==> src/rtl/alu_pkg.sv <==
// Shared types for the execute-stage ALU controller:
// opcodes, FSM states, flag indices and opcode legality.
package alu_pkg;

  typedef enum logic [3:0] {
    ADD    = 4'h0,
    SUBWB  = 4'h1,
    MOV    = 4'h2,
    SUB    = 4'h3,
    INC    = 4'h4,
    DEC    = 4'h5,
    ADDINC = 4'h6,
    AND    = 4'h8,
    OR     = 4'h9,
    XOR    = 4'hA,
    NOT    = 4'hB,
    MOVE   = 4'hC,
    SHL    = 4'hD
  } alu_op_e;

  typedef enum logic [1:0] {
    IDLE,
    EXEC,
    WB
  } exec_state_e;

  localparam int FLAG_C = 0;
  localparam int FLAG_Z = 1;
  localparam int FLAG_O = 2;
  localparam int FLAG_S = 3;

  // 4'h7, 4'hE and 4'hF have no ALU function
  function automatic logic is_legal_op(alu_op_e op);
    logic [3:0] v;
    v = op;
    return !(v inside {4'h7, 4'hE, 4'hF});
  endfunction

endpackage

==> src/rtl/alu_exec_ctrl_if.sv <==
// Instruction issue channel: valid/ready plus op/rd/rs1/rs2.
// master = issuer, slave = alu_exec_ctrl.
interface alu_exec_ctrl_if #(
  parameter int AW = 3
);
  logic          in_valid;
  logic          in_ready;
  logic [3:0]    in_op;
  logic [AW-1:0] in_rd;
  logic [AW-1:0] in_rs1;
  logic [AW-1:0] in_rs2;

  modport master (
    output in_valid, in_op, in_rd,
    output in_rs1, in_rs2,
    input  in_ready
  );

  modport slave (
    input  in_valid, in_op, in_rd,
    input  in_rs1, in_rs2,
    output in_ready
  );
endinterface

==> src/rtl/alu_regfile.sv <==
// NREGS x DWIDTH register file: two async read ports, a debug
// read port, WB and ld write ports (WB wins on same address).
module alu_regfile #(
  parameter  int DWIDTH = 128,
  parameter  int NREGS  = 8,
  localparam int AW     = $clog2(NREGS)
) (
  input  logic              clk,
  input  logic              rst_n,
  input  logic [AW-1:0]     rd1_addr,
  output logic [DWIDTH-1:0] rd1_data,
  input  logic [AW-1:0]     rd2_addr,
  output logic [DWIDTH-1:0] rd2_data,
  input  logic [AW-1:0]     dbg_addr,
  output logic [DWIDTH-1:0] dbg_data,
  input  logic              wb_en,
  input  logic [AW-1:0]     wb_addr,
  input  logic [DWIDTH-1:0] wb_data,
  input  logic              ld_en,
  input  logic [AW-1:0]     ld_addr,
  input  logic [DWIDTH-1:0] ld_data
);

  logic [DWIDTH-1:0] regs [NREGS];
  logic              ld_hit;

  assign rd1_data = regs[rd1_addr];
  assign rd2_data = regs[rd2_addr];
  assign dbg_data = regs[dbg_addr];

  // ld is dropped when WB targets the same register
  assign ld_hit = ld_en &&
                  !(wb_en && wb_addr == ld_addr);

  always_ff @(posedge clk) begin
    if (!rst_n) begin
      for (int i = 0; i < NREGS; i++)
        regs[i] <= '0;
    end else begin
      if (ld_hit)
        regs[ld_addr] <= ld_data;
      if (wb_en)
        regs[wb_addr] <= wb_data;
    end
  end

endmodule

==> src/rtl/alu_exec_ctrl.sv <==
// Execute-stage controller around alu_128bit: issue, drive ALU,
// capture result/flags, write back. Ports: clk, rst_n, in_if,
// ld_*, alu_*, done_*, flags, dbg_addr/dbg_data.
module alu_exec_ctrl
  import alu_pkg::*;
#(
  parameter  int DWIDTH = 128,
  parameter  int NREGS  = 8,
  localparam int AW     = $clog2(NREGS)
) (
  input  logic              clk,
  input  logic              rst_n,
  alu_exec_ctrl_if.slave    in_if,
  input  logic              ld_en,
  input  logic [AW-1:0]     ld_addr,
  input  logic [DWIDTH-1:0] ld_data,
  output logic [DWIDTH-1:0] alu_op1,
  output logic [DWIDTH-1:0] alu_op2,
  output logic [2:0]        alu_opsel,
  output logic              alu_mode,
  input  logic [DWIDTH-1:0] alu_result,
  input  logic              alu_c,
  input  logic              alu_z,
  input  logic              alu_o,
  input  logic              alu_s,
  output logic              done_valid,
  output logic              done_err,
  output logic [AW-1:0]     done_rd,
  output logic [3:0]        flags,
  input  logic [AW-1:0]     dbg_addr,
  output logic [DWIDTH-1:0] dbg_data
);

  exec_state_e       state_q;
  exec_state_e       state_d;
  logic [3:0]        op_q;
  logic [AW-1:0]     rd_q;
  logic [DWIDTH-1:0] op1_q;
  logic [DWIDTH-1:0] op2_q;
  logic [DWIDTH-1:0] res_q;
  logic [3:0]        flag_q;
  logic [3:0]        flags_q;
  logic [DWIDTH-1:0] rs1_data;
  logic [DWIDTH-1:0] rs2_data;
  logic              accept;
  logic              legal;
  logic              wb_en;

  assign in_if.in_ready = (state_q == IDLE) && rst_n;
  assign accept = in_if.in_valid && in_if.in_ready;
  assign legal  = is_legal_op(alu_op_e'(op_q));
  assign wb_en  = (state_q == WB) && legal && rst_n;

  always_ff @(posedge clk) begin
    if (!rst_n) state_q <= IDLE;
    else        state_q <= state_d;
  end

  always_comb begin
    state_d = state_q;
    unique case (state_q)
      IDLE:    if (accept) state_d = EXEC;
      EXEC:    state_d = WB;
      WB:      state_d = IDLE;
      default: state_d = IDLE;
    endcase
  end

  // operands come from pre-edge register contents
  always_ff @(posedge clk) begin
    if (!rst_n) begin
      op_q    <= 4'h0;
      rd_q    <= '0;
      op1_q   <= '0;
      op2_q   <= '0;
      res_q   <= '0;
      flag_q  <= 4'h0;
      flags_q <= 4'h0;
    end else begin
      if (accept) begin
        op_q  <= in_if.in_op;
        rd_q  <= in_if.in_rd;
        op1_q <= rs1_data;
        op2_q <= rs2_data;
      end
      if (state_q == EXEC) begin
        res_q          <= alu_result;
        flag_q[FLAG_C] <= alu_c;
        flag_q[FLAG_Z] <= alu_z;
        flag_q[FLAG_O] <= alu_o;
        flag_q[FLAG_S] <= alu_s;
      end
      if (wb_en)
        flags_q <= flag_q;
    end
  end

  assign alu_op1   = op1_q;
  assign alu_op2   = op2_q;
  assign alu_opsel = op_q[2:0];
  assign alu_mode  = op_q[3];

  assign done_valid = (state_q == WB) && rst_n;
  assign done_err   = done_valid && !legal;
  assign done_rd    = rd_q;
  assign flags      = flags_q;

  alu_regfile #(
    .DWIDTH (DWIDTH),
    .NREGS  (NREGS)
  ) u_regfile (
    .clk      (clk),
    .rst_n    (rst_n),
    .rd1_addr (in_if.in_rs1),
    .rd1_data (rs1_data),
    .rd2_addr (in_if.in_rs2),
    .rd2_data (rs2_data),
    .dbg_addr (dbg_addr),
    .dbg_data (dbg_data),
    .wb_en    (wb_en),
    .wb_addr  (rd_q),
    .wb_data  (res_q),
    .ld_en    (ld_en),
    .ld_addr  (ld_addr),
    .ld_data  (ld_data)
  );

endmodule

==> src/flat_wrapper.sv <==
// flat-port wrapper written by rule: the top's interface ports become plain ports
module alu_exec_ctrl_flat import alu_pkg::*;
#(
  parameter  int DWIDTH = 128,
  parameter  int NREGS  = 8,
  localparam int AW     = $clog2(NREGS)
)
  (clk, rst_n, ld_en, ld_addr, ld_data, alu_op1, alu_op2, alu_opsel, alu_mode, alu_result, alu_c, alu_z, alu_o, alu_s, done_valid, done_err, done_rd, flags, dbg_addr, dbg_data, in_if_in_valid, in_if_in_op, in_if_in_rd, in_if_in_rs1, in_if_in_rs2, in_if_in_ready);
  alu_exec_ctrl_if #(.AW((3))) in_if_i ();
  input  logic clk;
  input  logic rst_n;
  input  logic ld_en;
  input  logic [AW-1:0] ld_addr;
  input  logic [DWIDTH-1:0] ld_data;
  output logic [DWIDTH-1:0] alu_op1;
  output logic [DWIDTH-1:0] alu_op2;
  output logic [2:0] alu_opsel;
  output logic alu_mode;
  input  logic [DWIDTH-1:0] alu_result;
  input  logic alu_c;
  input  logic alu_z;
  input  logic alu_o;
  input  logic alu_s;
  output logic done_valid;
  output logic done_err;
  output logic [AW-1:0] done_rd;
  output logic [3:0] flags;
  input  logic [AW-1:0] dbg_addr;
  output logic [DWIDTH-1:0] dbg_data;
  input wire logic [$bits(in_if_i.in_valid)-1:0] in_if_in_valid;
  input wire logic [$bits(in_if_i.in_op)-1:0] in_if_in_op;
  input wire logic [$bits(in_if_i.in_rd)-1:0] in_if_in_rd;
  input wire logic [$bits(in_if_i.in_rs1)-1:0] in_if_in_rs1;
  input wire logic [$bits(in_if_i.in_rs2)-1:0] in_if_in_rs2;
  output wire logic [$bits(in_if_i.in_ready)-1:0] in_if_in_ready;
  assign in_if_i.in_valid = in_if_in_valid;
  assign in_if_i.in_op = in_if_in_op;
  assign in_if_i.in_rd = in_if_in_rd;
  assign in_if_i.in_rs1 = in_if_in_rs1;
  assign in_if_i.in_rs2 = in_if_in_rs2;
  assign in_if_in_ready = in_if_i.in_ready;
  alu_exec_ctrl #(.DWIDTH(DWIDTH), .NREGS(NREGS)) u_core (.clk(clk), .rst_n(rst_n), .in_if(in_if_i), .ld_en(ld_en), .ld_addr(ld_addr), .ld_data(ld_data), .alu_op1(alu_op1), .alu_op2(alu_op2), .alu_opsel(alu_opsel), .alu_mode(alu_mode), .alu_result(alu_result), .alu_c(alu_c), .alu_z(alu_z), .alu_o(alu_o), .alu_s(alu_s), .done_valid(done_valid), .done_err(done_err), .done_rd(done_rd), .flags(flags), .dbg_addr(dbg_addr), .dbg_data(dbg_data));
endmodule
==> config.mk <==
export PLATFORM = sky130hd
export DESIGN_NAME = alu_exec_ctrl_flat
export DESIGN_NICKNAME = d
export VERILOG_FILES = /design/src/rtl/alu_pkg.sv /design/src/rtl/alu_exec_ctrl_if.sv /design/src/rtl/alu_regfile.sv /design/src/rtl/alu_exec_ctrl.sv /design/src/flat_wrapper.sv
export SDC_FILE = /design/constraint.sdc
export NUM_CORES = 2
export LEC_CHECK = 0
export BUFFER_PORTS_ARGS = -buffer_cell sky130_fd_sc_hd__buf_2
export CORE_UTILIZATION = 56
export CTS_BUF_LIST = sky130_fd_sc_hd__clkbuf_2 sky130_fd_sc_hd__clkbuf_4 sky130_fd_sc_hd__clkbuf_8
export CTS_CLUSTER_DIAMETER = 40
export DETAILED_ROUTE_END_ITERATION = 8
export PLACE_DENSITY_LB_ADDON = 0.05
export SETUP_SLACK_MARGIN = 0.4
export SYNTH_ARGS = -nofsm -noshare
export SYNTH_HDL_FRONTEND = slang
export SYNTH_SLANG_ARGS = --single-unit
==> constraint.sdc <==
create_clock -name clk -period 12.73 [get_ports clk]
set_clock_uncertainty 0.1 [all_clocks]
set_input_delay 1.9095 -clock clk [delete_from_list [all_inputs] [get_ports clk]]
set_output_delay 1.9095 -clock clk [all_outputs]
set_load 0.005 [all_outputs]
-- Yosys cells after proc, flatten, opt, wreduce, memory -nomap -nowiden
Memories as Yosys holds them, arrays and structs flattened. A register that Yosys moved wholly into a read port is not among the register bits.
Index checks and enable logic that the tools add are counted.
- flip-flop bits (word level): 145
- memory bits (writable): 1024
- input port bits: 283
- word-level logic and storage cells: 45
- memories kept: 1
- memory list (name ; words ; width ; read ports ; clocked after Yosys merged registers in ; wr ports ; RTL line ; RTL):
    u_core.u_regfile.regs ; 8 ; 128 ; 3 ; 2 ; 8 ; alu_regfile.sv:24 ; logic [DWIDTH-1:0] regs [NREGS];
- equality and inequality tests: 7
- mux-type cells: 15
- reduce and logical (&&, ||, !) cells: 16
- operators by type and width (operator ; count):
    $mux W128 ; 2
    $reduce_or A128 Y1 ; 2
    $mux W1 ; 9
    $eq A4 B4 Y1 const B ; 2
    $logic_and A1 B1 Y1 ; 8
    $mux W3 ; 2
    $eq A4 B3 Y1 const B ; 1
    $logic_not A1 Y1 ; 4
    $pmux W2 S2 ; 1
    $eq A3 B3 Y1 ; 1
    $reduce_bool A3 Y1 ; 1
    $eq A2 B1 Y1 const B ; 1
    $eq A2 B2 Y1 const B ; 1
    $logic_not A2 Y1 ; 1
    $mux W2 ; 1
    $ne A2 B1 Y1 const B ; 1

-- Longest topological paths before layout
- depth after elaboration: 13
- depth in mapped cells: 9
- depth with buffers taken out: 6

-- By module
From an unflattened synthesis, not the netlist that was laid out.
- cells, all modules: 7097
- area, all modules: 86784.5 µm²
- modules (own cells, without submodules) (module ; times used ; cells each ; area each (µm²)):
    alu_regfile ; 1 ; 5355 ; 72565.8
    alu_exec_ctrl ; 1 ; 1742 ; 14218.6

-- Worst setup path after synthesis
OpenSTA, ideal clock, no wires.
- path kind: input -> register
- start point: in rst_n
- end point: mem u_core.u_regfile.regs[7][0], enable pin
- library setup time: 0.792 ns
- data arrival time: 11.781 ns
- path slack: 0.058 ns
- cell stages on the path: 7
- path buffers: 3
- cells stage by stage: buf_2 > nand3b_2 > or2_1 > buf_4 > o211ai_2 > buf_2 > o21ai_0
- RTL lines (item ; RTL line ; RTL):
    start: declaration ; flat_wrapper.sv:11 ; input logic rst_n;
    end: declaration ; alu_regfile.sv:24 ;

-- Worst setup path after layout
- start point: in dbg_addr[0]
- end point: out dbg_data[41]
- longest elaborated chain between the ends: 1
- RTL lines (item ; RTL line ; RTL):
    start: declaration ; flat_wrapper.sv:28 ; input logic [AW-1:0] dbg_addr;
    $mem_v2 Z8 W128 ; n/a ;
    end: declaration ; flat_wrapper.sv:29 ; output logic [DWIDTH-1:0] dbg_data;
No other way between the ends.

==> reports/results.ini <==
[outcome]
status=finished, final reports clean

[critical_path]
path_class=in -> out
cp.arrival_ps=5340
endpoint_kind=output port
cp_max_fo=62
cpMostUsedCell=buf_4
start_kind=input pin
required_ps=10720
r2r_slack_ps=7920
critical-path-slowest-cell=buf_4
max_stage_delay_ps=810
worstPathCellList=buf_8 -> buf_4 -> buf_4 -> mux4_2 -> mux2_2 -> buf_2

[clock_network]
root_buffer=clkbuf_8
postCtsHoldBufs=0
cts_tree=built
clkSlewWorstSetupHoldPaths_ps=60
ctsLongestPathBuffers=4
clk-insertion-delay-late_ps=1000
post_cts_buffers=0
ctsResizeCount=0
cts_htree_levels=5
cts_buffers=277
cts_sinks=1425

[logic_synthesis]
synthArstFlopShare_pct=0
ys_seq_elements=1425
synth_ff_type=edfxtp_1
yosysWarnings=0
synth_cells=6352
yosysSeqAreaShare_pct=50.6
yosysTopAreaCellShare_pct=40.1
synth_nets=6635
syn_area_mm2=0.0767
ys_types=35
synth_area_leader_cell=edfxtp_1
avgSynthCellArea_um2=12.1
yosys-top-cells-count=nand2_1, edfxtp_1, o21ai_0
synth.most_common_cell=nand2_1
synth_edf_count=1024
yosys-top-cells-area=edfxtp_1, mux4_2, dfxtp_1

[route]
drt_iter0_drc=9488
drcViolationCount=0
vias_per_cell=7.16
routed-wl-met2_um=133000
post_drt_wl_per_cell_um=33.3
vias=62200
drtAntennaViolNets=0
firstDrtPassIters=8
wirelength_um=289000
dr_wl_met3_um=39400
wl_met1_um=101000
top_layer=met5

[floorplanning]
start_util_pct=56.5
num_rows=135
die_area_mm2=0.138
ios=681
dieHeight_um=372
die_x_um=372
core_area_mm2=0.136

[run]
max_cap_viol_count=0

[power]
p_leak_nw=30.2
power.density_mw_per_mm2=136
total_power_mw=11.7
vdd_drop_max_uv=93.6
p_clk_share_pct=40.9
power.share.sequential_pct=46.7
p_int_mw=8.63
p_comb_share_pct=12.4
p_sw_share_pct=26.3
power_switching_mw=3.08

[final_layout]
nNetsFinal=6966
areaGrowthSynthToFinish_pct=12.3
drive_above_1_share_pct=31.4

[timing]
setup_viol=0
finalCritPeriodShare_pct=57.8
tns_ps=0
rsz0062_at_grt=false
worstMarginPinSlew_ps=1280
report.final.slew_viol_count=0
relSlewSlack_pct=15.0
finalHoldViolCount=0
fmax_ghz=0.136
period_needed_ps=7350

[global_routing]
gr-total-overflow=0
grt_max_degree=173
grtUsageTotal_pct=41.2
grt_pass1_wl_um=411000
antenna_found_initial=50
grt_pass1_vias=60900

[place]
gp_congestion=0.873
port_buffers=680
dpl.hpwl_um=153000

[worst_hold_path]
holdCritPathClass=reg -> reg

## worst paths after layout
kind,startpoint,endpoint,depth (start not counted)
setup / recovery,dbg_addr[0],dbg_data[41],6
hold / removal,u_core.flag_q[2]$_SDFFE_PN0N_,u_core.flags[2]$_SDFFE_PN0P_,2
setup reg to reg,u_core.state_q[0]$_SDFFE_PN0P_,u_core.u_regfile.regs[1][84]$_DFFE_PP_,7
hold reg to reg,u_core.flag_q[2]$_SDFFE_PN0N_,u_core.flags[2]$_SDFFE_PN0P_,2
## worst max-delay path, delay by kind of cell
family	cells	cell delay, ps
buffers and inverters	4	2340
muxes	2	950
## registers in the layout, indices dropped and copies added (netlist names)
register,flops
u_core.op_q,4
u_core.flags,4
u_core.u_regfile.regs,1024
u_core.flag_q,4
u_core.done_rd,3
u_core.alu_op2,128
u_core.res_q,128
u_core.state_q,2
u_core.alu_op1,128
## layout by cell type, fill, tap and decap left out, types with 103 or more instances in the layout
cell / synthesis / final
o2bb2ai_1: 256 / 256
nand2_1: 1315 / 1313
buf_2: 222 / 672
edfxtp_1: 1024 / 1024
a21oi_1: 143 / 143
o21ai_0: 1024 / 1019
nor2_1: 267 / 265
mux4_2: 768 / 768
o22ai_1: 256 / 256
dfxtp_1: 401 / 401
clkbuf_8: 0 / 305
clkbuf_4: 0 / 103
mux2_2: 128 / 128
## cell type report
type | count | area [um2]
antenna | 28 | 70.1
clock buffer | 407 | 4960
clock inverter | 74 | 727
fill | 10500 | 49500
inverter | 5 | 31.3
multi-input combinational | 4195 | 34900
sequential | 1425 | 38800
tap | 1781 | 2230
timing repair buffer | 779 | 4420
## layer usage
metal / vias up / global-route usage [%]
met3: 1018 / 11.4
met2: 5431 / 63.4
li1: 25100 / -
met4: 38 / 23.8
met5: - / 0
met1: 30700 / 52.8
## metrics by stage
stage	setup WS, ps	cell area (um2)	cells	util [%]	hold WS (ps)
finish	5380	86100	8694	63.5	362
global route	5160	86100	8691	63.5	371
detailed placement	5310	80300	8185	59.2	353
floorplan	67.7	76700	6352	-	332
CTS	5340	86000	8666	63.4	360
global placement	5410	80300	8185	59.2	343
## logic make-up after synthesis
family | synth area share (%)
compound gates | 12.8
mux | 24.4
simple gates | 7.97
buf+inv | 4.18
flops | 50.6
xor+xnor | 0.0343
## power by group through the flow
stage / clock, mW / combinational, mW / sequential (mW)
2_1_floorplan: 0 / 0.916 / 5.48
4_1_cts: 4.79 / 1.43 / 5.45
5_1_grt: 5.01 / 1.51 / 5.48
6_report: 4.79 / 1.46 / 5.46
3_3_place_gp: 0 / 1.41 / 5.53
3_5_place_dp: 0 / 1.42 / 5.54
(Power assumes the default switching activity.)
